**config.mk**
```make
export PLATFORM = sky130hd
export DESIGN_NAME = serial_subtractor
export DESIGN_NICKNAME = d
export VERILOG_FILES = /design/src/rtl/serial_subtractor.sv
export SDC_FILE = /design/constraint.sdc
export NUM_CORES = 1
export LEC_CHECK = 0
export BUFFER_PORTS_ARGS = -buffer_cell sky130_fd_sc_hd__buf_4
export CAP_MARGIN = 20
export CELL_PAD_IN_SITES_DETAIL_PLACEMENT = 0
export CELL_PAD_IN_SITES_GLOBAL_PLACEMENT = 2
export CORE_ASPECT_RATIO = 1.2
export CORE_MARGIN = 2
export CORE_UTILIZATION = 32
export DETAILED_ROUTE_END_ITERATION = 10
export PLACE_DENSITY = 0.73
export SKIP_LAST_GASP = 1
export SYNTH_ARGS = -nofsm -noshare
export SYNTH_HDL_FRONTEND = slang
export SYNTH_SLANG_ARGS = --single-unit
```
**constraint.sdc**
```tcl
create_clock -name clk -period 1.3 [get_ports clk]
set_clock_uncertainty 0.05 [all_clocks]
set_input_delay 0.195 -clock clk [delete_from_list [all_inputs] [get_ports clk]]
set_output_delay 0.195 -clock clk [all_outputs]
set_load 0.02 [all_outputs]
```
**src/rtl/serial_subtractor.sv**
```systemverilog
// ============================================================================
// Module   : serial_subtractor
// Purpose  : Bit-serial D = A - B - Bin, LSB first, start/busy/done handshake.
//            Define SERIAL_SUBTRACTOR_OVF_EN for two's-complement overflow.
// Revision : 1.0 - initial release
// ============================================================================
`default_nettype none

module serial_subtractor #(
  parameter int WIDTH = 9
) (
  input  logic             clk,
  input  logic             rst_n,
  input  logic             start,
  input  logic [WIDTH-1:0] A,
  input  logic [WIDTH-1:0] B,
  input  logic             Bin,
  output logic             busy,
  output logic             done,
  output logic [WIDTH-1:0] D,
  output logic             Bout,
  output logic             ovf
);

  localparam int c_cnt_w = (WIDTH > 2) ? $clog2(WIDTH) : 1;
  localparam logic [c_cnt_w-1:0] c_last = c_cnt_w'(WIDTH - 1);

  localparam logic [1:0] c_st_idle = 2'd0;
  localparam logic [1:0] c_st_run  = 2'd1;
  localparam logic [1:0] c_st_done = 2'd2;

  logic [1:0]         r_state;
  logic [WIDTH-1:0]   r_a_sh;
  logic [WIDTH-1:0]   r_b_sh;
  logic [WIDTH-1:0]   r_d_sh;
  logic               r_borrow;
  logic [c_cnt_w-1:0] r_cnt;
  logic               r_busy;
  logic               r_done;
  logic [WIDTH-1:0]   r_d;
  logic               r_bout;

  logic               w_a0;
  logic               w_b0;
  logic               w_d;
  logic               w_borrow_nxt;
  logic [WIDTH-1:0]   w_d_sh_nxt;
  logic               w_last;

  // Single full-subtractor cell operating on the current LSBs
  assign w_a0         = r_a_sh[0];
  assign w_b0         = r_b_sh[0];
  assign w_d          = w_a0 ^ w_b0 ^ r_borrow;
  assign w_borrow_nxt = (~w_a0 & w_b0) | (~w_a0 & r_borrow) | (w_b0 & r_borrow);
  assign w_d_sh_nxt   = {w_d, r_d_sh[WIDTH-1:1]};
  assign w_last       = (r_state == c_st_run) && (r_cnt == c_last);

  always_ff @(posedge clk or negedge rst_n) begin
    if (!rst_n) begin
      r_state  <= c_st_idle;
      r_a_sh   <= '0;
      r_b_sh   <= '0;
      r_d_sh   <= '0;
      r_borrow <= 1'b0;
      r_cnt    <= '0;
      r_busy   <= 1'b0;
      r_done   <= 1'b0;
      r_d      <= '0;
      r_bout   <= 1'b0;
    end else begin
      r_done <= 1'b0;
      case (r_state)
        c_st_idle: begin
          if (start) begin
            r_a_sh   <= A;
            r_b_sh   <= B;
            r_borrow <= Bin;
            r_cnt    <= '0;
            r_busy   <= 1'b1;
            r_state  <= c_st_run;
          end
        end
        c_st_run: begin
          r_a_sh   <= r_a_sh >> 1;
          r_b_sh   <= r_b_sh >> 1;
          r_d_sh   <= w_d_sh_nxt;
          r_borrow <= w_borrow_nxt;
          r_cnt    <= r_cnt + 1'b1;
          // Results publish only here, so D/Bout hold the prior value during RUN
          if (w_last) begin
            r_d     <= w_d_sh_nxt;
            r_bout  <= w_borrow_nxt;
            r_busy  <= 1'b0;
            r_done  <= 1'b1;
            r_state <= c_st_done;
          end
        end
        c_st_done: begin
          r_state <= c_st_idle;
        end
        default: begin
          r_state <= c_st_idle;
          r_busy  <= 1'b0;
        end
      endcase
    end
  end

  assign busy = r_busy;
  assign done = r_done;
  assign D    = r_d;
  assign Bout = r_bout;

`ifdef SERIAL_SUBTRACTOR_OVF_EN
  logic r_msb_borrow;
  logic r_ovf;

  // Overflow iff the borrow into the sign bit differs from the borrow out of it
  always_ff @(posedge clk or negedge rst_n) begin
    if (!rst_n) begin
      r_msb_borrow <= 1'b0;
      r_ovf        <= 1'b0;
    end else if (r_state == c_st_run) begin
      if (r_cnt == c_last - 1'b1) begin
        r_msb_borrow <= w_borrow_nxt;
      end
      if (w_last) begin
        r_ovf <= r_msb_borrow ^ w_borrow_nxt;
      end
    end
  end

  assign ovf = r_ovf;
`else
  assign ovf = 1'b0;
`endif

endmodule

`default_nettype wire

```
* Word level (Yosys, flattened, before mapping)
Index checks and enable logic that the tools add are counted.
Storage, ports and cells: output and inout port bits 13, bits of input ports 22, word-level logic and storage cells 48, flip-flop bits (word level) 46
Operators by class: equal/unequal tests 5, reductions and logical operators 7, add/subtract/negate cells 1, mux-type cells 16, bitwise operators 9
Operators with widths (number):
- $pmux W9 S2 | 2
- $mux W9 | 2
- $pmux W4 S2 | 1
- $reduce_and A2 Y1 | 3
- $mux W1 | 5
- $add A4 B1 Y4 const B | 1
- $eq A4 B4 Y1 const B | 1
- $mux W2 | 2
- $mux W4 | 1
- $ne A2 B2 Y1 const B | 2
- $pmux W2 S2 | 1
- $and A1 B1 Y1 | 3
- $pmux W1 S3 | 1
- $reduce_and A3 Y1 | 1
- $eq A2 B1 Y1 const B | 1
- $eq A2 B2 Y1 const B | 1
- $logic_not A2 Y1 | 1
- $not A1 Y1 | 2
- $or A1 B1 Y1 | 2
- $pmux W1 S2 | 1
- $reduce_bool A2 Y1 | 1
- $xor A1 B1 Y1 | 2
- $logic_and A1 B1 Y1 | 1

* Longest topological paths before layout
Gate-level depths: netlist of the first run.
word-level depth 5, mapped depth 6, gate-level depth less buffers 5

* Worst setup path before layout of the first run
OpenSTA, ideal clock, no wires.
kind reg-to-reg, start register r_cnt[0], end register r_bout (netlist: Bout), library setup time 0.125 ns, data arrival time 1.298 ns, cell stages (with the launch flop) 7, setup slack -0.173 ns, clock period less this slack 1.473 ns, path through dfrtp_1 -> inv_1 -> ha_1 -> nand2_1 -> nor3_4 -> buf_6 -> mux2_4
Between the ends: cells in the longest elaborated chain, start to end 3
Ends and longest elaborated chain:
- start: declaration | line 37 | logic [c_cnt_w-1:0] r_cnt;
- start signal: assignment | line 88 | r_cnt <= r_cnt + 1'b1;
- $eq A4 B4 Y1 | line 56 | assign w_last = (r_state == c_st_run) && (r_cnt == c_last);
- $logic_and A1 B1 Y1 | line 56
- $reduce_and A2 Y1 (no source line)
- end signal: assignment | line 92 | r_bout <= w_borrow_nxt;
- end: declaration | line 41 | logic r_bout;
No other way between the ends. A chain may end at the register's enable or synchronous reset.

* Worst setup path in the final report of the first run
start register r_cnt[0], end register r_d[1] (netlist: D[1])
Between the ends: cells in the longest elaborated chain, start to end 3
Ends and longest elaborated chain:
- $eq A4 B4 Y1 | line 56
- $logic_and A1 B1 Y1 | line 56
- $reduce_and A2 Y1 (no source line)
- end signal: assignment | line 91 | r_d <= w_d_sh_nxt;
- end: declaration | line 40 | logic [WIDTH-1:0] r_d;
No other way between the ends.

==> results of run 1 <==
-- critical path: stages (launching register included) --
cell and delay, ps:
dfrtp_1 380, inv_1 60, ha_1 160, nand2_2 80, nor3_4 150, buf_12 160
mux2_2 330
-- stage by stage --
step | worst slack, ps | hold WS [ps] | power (mW) | utilization [%] | TNS, ps
global placement | -136.4 | 12.44 | 5.186 | 41.58 | -1515
detailed placement | -188.1 | 12.62 | 5.241 | 41.58 | -2270
floorplan | -159.3 | -150.6 | 4.023 | - | -1297
finish | -195.0 | 53.17 | 6.876 | 47.27 | -1737
global route | -274.3 | 38.15 | 7.409 | 47.27 | -3644
CTS | -212.7 | 42.75 | 6.454 | 44.33 | -1762
-- sequential cells by signal (all words and copies together) (netlist names) --
register,count
done,1
D,9
busy,1
r_b_sh,9
r_d_sh,8
Bout,1
r_cnt,4
r_borrow,1
r_a_sh,9
r_state,2
-- power groups by stage --
stage	logic, mW	registers [mW]	clock network (mW)
after global placement	2.76	2.42	0
after global routing	3.72	2.54	1.15
after floorplan	1.48	2.54	0
after detailed placement	2.81	2.43	0
after CTS	2.94	2.41	1.11
final	3.37	2.45	1.06
-- cells in the final DEF (no fill, tap or decap), drive strengths merged, types with 2 or more instances in the layout --
master | Yosys | layout
a22oi | 16 | 16
nand2 | 37 | 37
ha | 2 | 2
o21ai | 19 | 19
a21oi | 6 | 6
nor2b | 6 | 6
inv | 5 | 5
nand3 | 3 | 3
nor2 | 3 | 3
dfrtp | 45 | 45
clkbuf | 5 | 6
buf | 7 | 66
a22o | 4 | 4
nor3 | 2 | 2
and2b | 2 | 2
mux2 | 10 | 10
-- kinds of logic after synthesis --
group | after synthesis | share of synthesized area [%]
AO/OA/AOI/OAI | 48 | 15.48
adder cells (fa/ha/maj) | 3 | 2.255
buffers and inverters | 17 | 4.636
flip-flops | 45 | 56.39
multiplexers | 11 | 7.644
other | 1 | 0.1878
AND/OR/NAND/NOR | 56 | 13.41
-- cell type report --
type | count | area, um^2
clock buffers | 5 | 68.82
flip-flops and latches | 45 | 1127
clock inverters | 3 | 46.29
multi-input cells | 119 | 889.6
well taps | 82 | 102.6
inverters | 5 | 18.77
repair buffers | 68 | 606.8
fillers | 611 | 3191
-- worst max-delay path by stage --
| stage | startpoint | end | slack, ps | depth (start not counted) |
|---|---|---|---|---|
| finish | r_cnt[0] | D[1] | -200 | 6 |
| global placement | r_cnt[0] | D[1] | -140 | 6 |
| detailed placement | r_cnt[0] | D[1] | -190 | 6 |
| floorplan | r_cnt[0] | Bout | -160 | 6 |
| global route | r_cnt[1] | D[1] | -270 | 6 |
| CTS | r_cnt[0] | D[1] | -210 | 6 |
-- routing by layer --
layer	GRT usage, %	share of wire (%)
met3	3.300	3.8
met1	16.77	44
met2	22.40	51
met4	3.636	1.0
met5	0	0
-- what timing repair did --
action,in CTS,in global routing
pin swaps,0,16
gates resized for setup,10,52
setup endpoints to repair,38,38
setup buffers,2,3
endpoints found under the hold margin,45,0
hold buffers,1,0
cloned,0,3
==> summary.txt, run 1 <==
Status
  – Status: finished, violations left
  – Failing checks: negative setup slack

Finish
  – Synthesis-to-layout area growth: 43.23%
  – Design area: between 2000 and 3000 um^2
  – Antenna cells: 0
  – Share of cells above drive strength 1: between 40% and 50%
  – Layout Nets: between 200 and 300
  – Non-Filler Instances: around 330

Detailed routing
  – Drt wl/cell: 13.94 um
  – Antenna violation net count after detailed routing: 0
  – Initial DRC count: 45
  – Vias/cell: approximately 4.7
  – Number of iterations in the first detailed-routing pass: 4
  – Post-Route WL: about 4.6 mm
  – DR vias: roughly 1500
  – Drt drc: 0

Die
  – FP Rows: 31
  – Die H: 90.54 um
  – Chip width: between 70 and 80 um
  – # IOs: 35
  – Initial Util: between 30% and 40%
  – Core region area: between 6000 and 7000 um^2
  – DIE AREA: between 6000 and 7000 um^2

Timing
  – Fin worst setup slack: -195.0 ps
  – Tcrit/Tclk final: 115.0%
  – Max-slew violation count: 0
  – Fin crit period: around 1500 ps
  – Max Fclk: between 0.6 and 0.7 GHz
  – RSZ-0062 raised after global routing: yes
  – Hold Fails Final Rpt: 0
  – # setup viols final: 25

Global route
  – Vias in the first global route: roughly 1500
  – Largest net degree at the start of global routing: 33
  – First-pass GRT wire length: roughly 7.3 mm
  – GR Overflow Total: 0
  – Antenna violations before repair: 0
  – Tot GR Track Use: about an eighth

Worst setup path
  – Worst-path fanout max: 10
  – Reg2Reg Capture Point: D[1]
  – Startpoint Class: flip-flop
  – FF-to-FF path depth: 6
  – Crit Path Class: flip-flop to flip-flop
  – Worst setup EP type: flip-flop
  – R2R setup slack: -200 ps
  – Worst Path Required: roughly 1400 ps
  – Worst reg2reg startpoint: r_cnt[0]
  – CP arrival: ~1600 ps

Placed design
  – Placed cells: slightly above 300
  – Final HPWL DP: a little over 3 mm
  – Post-DP Area: about 2500 um^2
  – Port buffer count: 33
  – Global placement routability congestion: 0.6765

Clocking
  – H-tree levels: 2
  – Worst-path clk slew: roughly 90 ps
  – CTS tree: built
  – Clk Latency, worst-skew pair: ~300 ps
  – Root Driver: clkbuf_8
  – CTS buffer count: 5
  – Clock Path Buffers: 2
  – Clock tree sinks: between 40 and 50

Synthesis
  – Yosys reg bits: 45
  – EDFF count, synth: 0
  – Count leader, synth: dfrtp_1
  – Top FF cell, synth: dfrtp_1
  – Mapped Nets: 206
  – Cell count after synthesis: 181
  – Mean Syn Cell Area: between 10 and 15 um^2
  – Top cells by area, synth: dfrtp_1, nand2_1, a22oi_1
  – Yosys top cell area share: 56.39%
  – Sequential area share after synthesis: a little under three fifths
  – Yosys warnings: 0
  – Post-synth cell types: 30
  – Post-Syn Area: 1997 um^2
  – Fraction of registers with async set/reset: 100.0%
  – Yosys top cell by area: dfrtp_1
  – Commonest cells post-synth: dfrtp_1, nand2_1, o21ai_0, a22oi_1, mux2_4

Pwr
  – Sequential Power Share: a little over a third
  – Peak supply drop: 879.4 uV
  – Int Power: between 4 and 5 mW
  – Clock network fraction of total power: 15.4%
  – LEAKAGE: 1.347 nW
  – PD cells: roughly 2400 nW/um^2
  – Switching share of power: 35.98%
  – Logic pwr share: 49.1%
  – Switching Power: between 2 and 2.5 mW

Flow run
  – Max cap viols: 0

Worst hold path
  – Hold Path Cell Cnt: 2
  – Hold Path End: r_b_sh[8]
  – Hold_sp: B[8]
  – Hold WC Path Type: primary input to flip-flop
Power figures use the tool's default switching activity.
==> run 2: changes to the inputs <==
--- a/config.mk
+++ b/config.mk
@@ -9,7 +9,6 @@
 export CAP_MARGIN = 20
 export CELL_PAD_IN_SITES_DETAIL_PLACEMENT = 0
 export CELL_PAD_IN_SITES_GLOBAL_PLACEMENT = 2
-export CORE_ASPECT_RATIO = 1.2
 export CORE_MARGIN = 2
 export CORE_UTILIZATION = 32
 export DETAILED_ROUTE_END_ITERATION = 10
==> run 2 against run 1 <==
The run still ends with negative setup slack left; fmax down 1.3%; non-clock buffer count grew 4; sequential share of layout area down 1.2 points; critical endpoint unchanged; largest cell class unchanged.
==> summary.txt, run 2 (same netlist as run 1, synthesis figures left out) <==
Detailed routing
  – Antenna violation net count after detailed routing: 0 (unchanged)
  – Drt wl/cell: 14.66 um (+5.1%)
  – Drt drc: 0 (unchanged)
  – Initial DRC count: 60 (+33%)
  – Vias/cell: 4.981 (+5.8%)
  – Number of iterations in the first detailed-routing pass: 4 (unchanged)
  – DR vias: 1609 (+4.5%)
  – Post-Route WL: 4.734 mm (+3.8%)

Timing
  – Hold Fails Final Rpt: 0 (unchanged)
  – RSZ-0062 raised after global routing: yes
  – Fin crit period: 1515 ps (+20.27 ps)
  – Max Fclk: 0.6599 GHz (-1.3%)
  – Relative slew margins: between 60% and 70%
  – # setup viols final: 21 (-16%)
  – Tightest Pin Transition: 585.6 ps
  – Sum Neg Setup Slack: -2203 ps (-466.0 ps)
  – Tcrit/Tclk final: 116.6% (+1.6 points)
  – WHS: 64.58 ps (+11.41 ps)
  – Fin worst setup slack: -215.3 ps (-20.27 ps)
  – Max-slew violation count: 0 (unchanged)

Worst setup path
  – Worst Path Required: 1430 ps (about the same)
  – R2R setup slack: -220 ps (-20 ps)
  – Slowest CP cell: dfrtp_1
  – Cell family with most CP delay: flip-flops
  – Slowest stage delay, CP: 400 ps (+20 ps)
  – Buf/Inv on CP: 2 (unchanged)
  – CP arrival: 1650 ps (+20 ps)
  – Reg2Reg Capture Point: D[1]
  – Crit Path Class: flip-flop to flip-flop
  – Critical path, cell by cell: inv_1 > ha_1 > nand2_2 > nor3_4 > buf_12 > mux2_2
  – Worst setup EP type: flip-flop
  – FF-to-FF path depth: 6 (unchanged)
  – Worst-path fanout max: 11 (+1)
  – Startpoint Class: flip-flop
  – Worst reg2reg startpoint: r_cnt[0]

Die
  – Chip width: 83.00 um (+9.0%)
  – # IOs: 35 (unchanged)
  – Initial Util: 33.33% (+0.33 points)
  – DIE AREA: 6888 um^2 (about the same)
  – Core region area: 5991 um^2 (-0.99%)
  – FP Rows: 28 (-9.7%)
  – Die H: 83.00 um (-8.3%)

Finish
  – Most common cell after layout, fill and taps aside: buf_4
  – Synthesis-to-layout area growth: 47.62%
  – Layout Nets: 273 (+1.5%)
  – Commonest cells after routing, fill and taps aside: buf_4, dfrtp_1, nand2_1
  – Post-layout util: 49.21% (+1.9 points)
  – Share of cells above drive strength 1: 51.21% (+4.3 points)
  – Antenna cells: 0 (unchanged)

Global route
  – Antenna violations before repair: 0 (unchanged)
  – GR Overflow Total: 0 (unchanged)
  – Vias in the first global route: 1619 (+5.4%)
  – Tot GR Track Use: 13.50% (+0.31 points)
  – First-pass GRT wire length: 7.590 mm (+3.4%)
  – Largest net degree at the start of global routing: 46 (+39%)

Worst hold path
  – Hold_sp: B[8]
  – Hold Path End: r_b_sh[8]
  – Hold WC Path Type: primary input to flip-flop
  – Hold Path Cell Cnt: 2 (unchanged)

Pwr
  – Clock network fraction of total power: 12.6% (-2.8 points)
  – Logic pwr share: 52.7% (+3.6 points)
  – Switching share of power: 36.29% (+0.31 points)
  – Sequential Power Share: 34.7% (-0.9 points)
  – LEAKAGE: 1.446 nW (+7.3%)
  – Int Power: 4.423 mW (+0.46%)
  – PD cells: 2355 nW/um^2 (-2.1%)
  – Switching Power: 2.519 mW (+1.8%)
  – Peak supply drop: 988.9 uV (+12%)

Clocking
  – Clk Latency, worst-skew pair: 290 ps (about the same)
  – H-tree levels: 2 (unchanged)
  – CTS buffer count: 5 (unchanged)
  – Clock tree sinks: 45 (unchanged)
  – Clock Path Buffers: 2 (unchanged)
  – Worst-path clk slew: 80 ps (about the same)
  – Root Driver: clkbuf_8
  – CTS tree: built

Placed design
  – Global placement routability congestion: 0.7735 (+14%)
  – Final HPWL DP: 2.981 mm (-3.7%)
  – Port buffer count: 33 (unchanged)

Status
  – Status: finished, violations left
  – Failing checks: negative setup slack

Flow run
  – Max cap viols: 0 (unchanged)
run 2: cell count changes in the layout (fill, tap and decap cells not counted), sizes merged:
| cell | before | now |
|---|---|---|
| buf | 66 | 68 |
| clkinvlp | 1 | 0 |
| bufinv | 1 | 0 |
| clkinv | 1 | 0 |
| clkbuf | 6 | 10 |
run 2: final cells by class:
| cell class | instances | area, um^2 |
|---|---|---|
| fillers | 559 | 3043 |
| flip-flops and latches | 45 | 1126 |
| multi-input cells | 119 | 948.4 |
| repair buffers | 72 | 674.4 |
| well taps | 75 | 93.84 |
| clock buffers | 7 | 86.33 |
| inverters | 5 | 18.77 |
run 2: repair_timing:
item / 4_1_cts / 5_1_grt
cloned: 1 / 4
pin swaps: 1 / 17
hold buffers: 1 / 0
resized for setup: 21 / 54
setup buffers: 1 / 13
endpoints found under the hold margin: 45 / 0
setup endpoints to repair: 41 / 37
run 2: how the worst max path moves through the flow:
| stage | start | endpoint | depth (start not counted) |
|---|---|---|---|
| 6_report | r_cnt[0] | D[1] | 6 |
| 5_1_grt | r_cnt[0] | D[1] | 6 |
| 4_1_cts | r_cnt[0] | D[1] | 6 |
| 3_5_place_dp | r_state[0] | r_a_sh[3] | 4 |
| 3_3_place_gp | r_cnt[0] | D[1] | 6 |
| 2_1_floorplan | r_cnt[0] | Bout | 6 |
run 2: stage by stage:
step / power [mW] / worst slack [ps] / cells / cell area (um^2)
2_1_floorplan: 4.023 / -159.3 / 181 / 1999
3_3_place_gp: 4.976 / -161.1 / 296 / 2435
3_5_place_dp: 5.055 / -241.1 / 296 / 2435
4_1_cts: 6.092 / -202.7 / 306 / 2589
5_1_grt: 7.489 / -321.8 / 323 / 2948
6_report: 6.941 / -215.3 / 323 / 2948
run 2: worst register-to-register path: stages, from the launching register on:
cell and delay [ps]:
dfrtp_1 400, inv_1 80, ha_1 150, nand2_2 80
nor3_4 150, buf_12 170, mux2_2 330
run 2: power by group through the flow:
| stage | Clock, mW | Combinational [mW] | Sequential, mW |
|---|---|---|---|
| after floorplan | 0 | 1.48 | 2.54 |
| after global placement | 0 | 2.61 | 2.37 |
| after detailed placement | 0 | 2.66 | 2.40 |
| after CTS | 0.909 | 2.81 | 2.37 |
| after global routing | 0.968 | 4.01 | 2.51 |
| final | 0.874 | 3.66 | 2.41 |
run 2: metal layers:
layer	GRT usage, %	wire [um]	up-vias
li1	-	-	753
met1	16.95	2065	812
met2	23.31	2437	40
met3	3.777	194	4
met4	2.683	36	0
met5	0	0	-
==> run 3: changes to the inputs <==
--- a/config.mk
+++ b/config.mk
@@ -13,6 +13,7 @@
 export CORE_UTILIZATION = 32
 export DETAILED_ROUTE_END_ITERATION = 10
 export PLACE_DENSITY = 0.73
+export RECOVER_POWER = 50
 export SKIP_LAST_GASP = 1
 export SYNTH_ARGS = -nofsm -noshare
 export SYNTH_HDL_FRONTEND = slang
==> run 3 against run 2 <==
Fmax unchanged; core utilization unchanged; hold slack unchanged; the run still ends with negative setup slack left; highest routed layer unchanged; largest cell class unchanged; critical endpoint unchanged; sequential share of layout area unchanged.
==> summary.txt, run 3 (same netlist as run 1, synthesis figures left out) <==
Finish
  – Commonest cells after routing, fill and taps aside: buf_4, dfrtp_1, nand2_1
  – Antenna cells: 0 (unchanged)
  – Non-Filler Instances: 323 (unchanged)
  – Layout Nets: 273 (unchanged)
  – Share of cells above drive strength 1: 51.21% (unchanged)
  – Design area: 2948 um^2 (unchanged)
  – Most common cell after layout, fill and taps aside: buf_4
  – Synthesis-to-layout area growth: 47.62% (unchanged)
  – Post-layout util: 49.21% (unchanged)

Worst setup path
  – Cell family with most CP delay: flip-flops
  – R2R setup slack: -220 ps (about the same)
  – Crit Path Class: flip-flop to flip-flop
  – CP arrival: 1650 ps (about the same)
  – Slowest CP cell: dfrtp_1
  – Worst Path Required: 1430 ps (about the same)
  – Startpoint Class: flip-flop
  – Reg2Reg Capture Point: D[1]
  – Worst reg2reg startpoint: r_cnt[0]
  – FF-to-FF path depth: 6 (unchanged)
  – Worst-path fanout max: 11 (unchanged)
  – Buf/Inv on CP: 2 (unchanged)
  – Worst setup EP type: flip-flop
  – Critical path, cell by cell: inv_1 > ha_1 > nand2_2 > nor3_4 > buf_12 > mux2_2
  – Slowest stage delay, CP: 400 ps (about the same)

Die
  – DIE AREA: 6888 um^2 (unchanged)
  – Die H: 83.00 um (unchanged)
  – Core region area: 5991 um^2 (unchanged)
  – FP Rows: 28 (unchanged)
  – # IOs: 35 (unchanged)
  – Initial Util: 33.33% (unchanged)
  – Chip width: 83.00 um (unchanged)

Detailed routing
  – DR vias: 1609 (unchanged)
  – Antenna violation net count after detailed routing: 0 (unchanged)
  – Initial DRC count: 60 (unchanged)
  – Post-Route WL: 4.733 mm (about the same)
  – Vias/cell: 4.981 (unchanged)
  – Drt wl/cell: 14.65 um (about the same)
  – Drt drc: 0 (unchanged)
  – Number of iterations in the first detailed-routing pass: 4 (unchanged)

Pwr
  – Peak supply drop: 988.9 uV (about the same)
  – PD cells: 2355 nW/um^2 (about the same)
  – LEAKAGE: 1.446 nW (about the same)

Global route
  – Largest net degree at the start of global routing: 46 (unchanged)
  – Antenna violations before repair: 0 (unchanged)
  – Vias in the first global route: 1619 (unchanged)
  – Tot GR Track Use: 13.50% (unchanged)
  – First-pass GRT wire length: 7.590 mm (unchanged)
  – GR Overflow Total: 0 (unchanged)

Timing
  – Tightest Pin Transition: 633.1 ps (+47.55 ps)
  – RSZ-0062 raised after global routing: yes
  – Sum Neg Setup Slack: -2203 ps (unchanged)
  – Tcrit/Tclk final: 116.6% (unchanged)
  – Fin crit period: 1515 ps (unchanged)
  – Relative slew margins: 57.79% (-3.2 points)
  – Max-slew violation count: 0 (unchanged)
  – Hold Fails Final Rpt: 0 (unchanged)
  – Max Fclk: 0.6599 GHz (unchanged)
  – # setup viols final: 21 (unchanged)
  – Fin worst setup slack: -215.3 ps (unchanged)

Placed design
  – Global placement routability congestion: 0.7735 (unchanged)
  – Final HPWL DP: 2.981 mm (unchanged)
  – Post-DP Area: 2435 um^2 (unchanged)
  – Placed cells: 296 (unchanged)
  – Port buffer count: 33 (unchanged)

Worst hold path
  – Hold_sp: B[8]
  – Hold Path Cell Cnt: 2 (unchanged)
  – Hold WC Path Type: primary input to flip-flop
  – Hold Path End: r_b_sh[8]

Status
  – Failing checks: negative setup slack
  – Status: finished, violations left

Clocking
  – Clock Path Buffers: 2 (unchanged)
  – Clk Latency, worst-skew pair: 290 ps (about the same)
  – Root Driver: clkbuf_8
  – H-tree levels: 2 (unchanged)
  – CTS buffer count: 5 (unchanged)
  – CTS tree: built
  – Clock tree sinks: 45 (unchanged)
  – Worst-path clk slew: 80 ps (about the same)

Flow run
  – Max cap viols: 0 (unchanged)
[run 3: final cells by class]
| cell class | instances | area (um^2) |
|---|---|---|
| Sequential cell | 45 | 1126 |
| Tap cell | 75 | 93.84 |
| Timing Repair Buffer | 72 | 674.4 |
| Fill cell | 559 | 3043 |
| Clock buffer | 7 | 86.33 |
| Multi-Input combinational cell | 119 | 948.4 |
| Inverter | 5 | 18.77 |
[run 3: worst max-delay path by stage]
stage | startpoint | endpoint | slack, ps | cells after the start
2_1_floorplan | r_cnt[0] | Bout | -160 | 6
5_1_grt | r_cnt[0] | D[1] | -320 | 6
6_report | r_cnt[0] | D[1] | -220 | 6
4_1_cts | r_cnt[0] | D[1] | -200 | 6
3_5_place_dp | r_state[0] | r_a_sh[3] | -240 | 4
3_3_place_gp | r_cnt[0] | D[1] | -160 | 6
[run 3: where the power goes]
part / switching, mW / leakage [nW] / internal (mW)
logic: 1.65 / 0.825 / 2.00
clock network: 0.452 / 0.0443 / 0.422
registers: 0.414 / 0.576 / 2.00
[run 3: metrics by stage]
step | setup WS [ps] | hold slack, ps | total power [mW]
floorplan | -159.3 | -150.6 | 4.023
global placement | -161.1 | 177.8 | 4.976
detailed placement | -241.1 | 189.6 | 5.055
CTS | -202.7 | 53.47 | 6.092
global route | -321.8 | 64.26 | 7.488
finish | -215.3 | 64.58 | 6.941
[run 3: timing repair]
action                                 4_1_cts  5_1_grt
pin swaps                                    1       17
hold buffers                                 1        0
setup buffers                                1       13
endpoints found under the hold margin       45        0
cloned                                       1        4
gates resized for setup                     21       54
setup endpoints to repair                   41       37
[run 3: layer usage]
layer  vias to the layer above  GRT usage (%)  routed length, um  share of wire [%]
li1                        753              -                  -                  -
met1                       812          16.95               2065                 44
met2                        40          23.31               2436                 51
met3                         4          3.777                194                4.1
met4                         0          2.683                 36               0.76
met5                         -              0                  0                  0
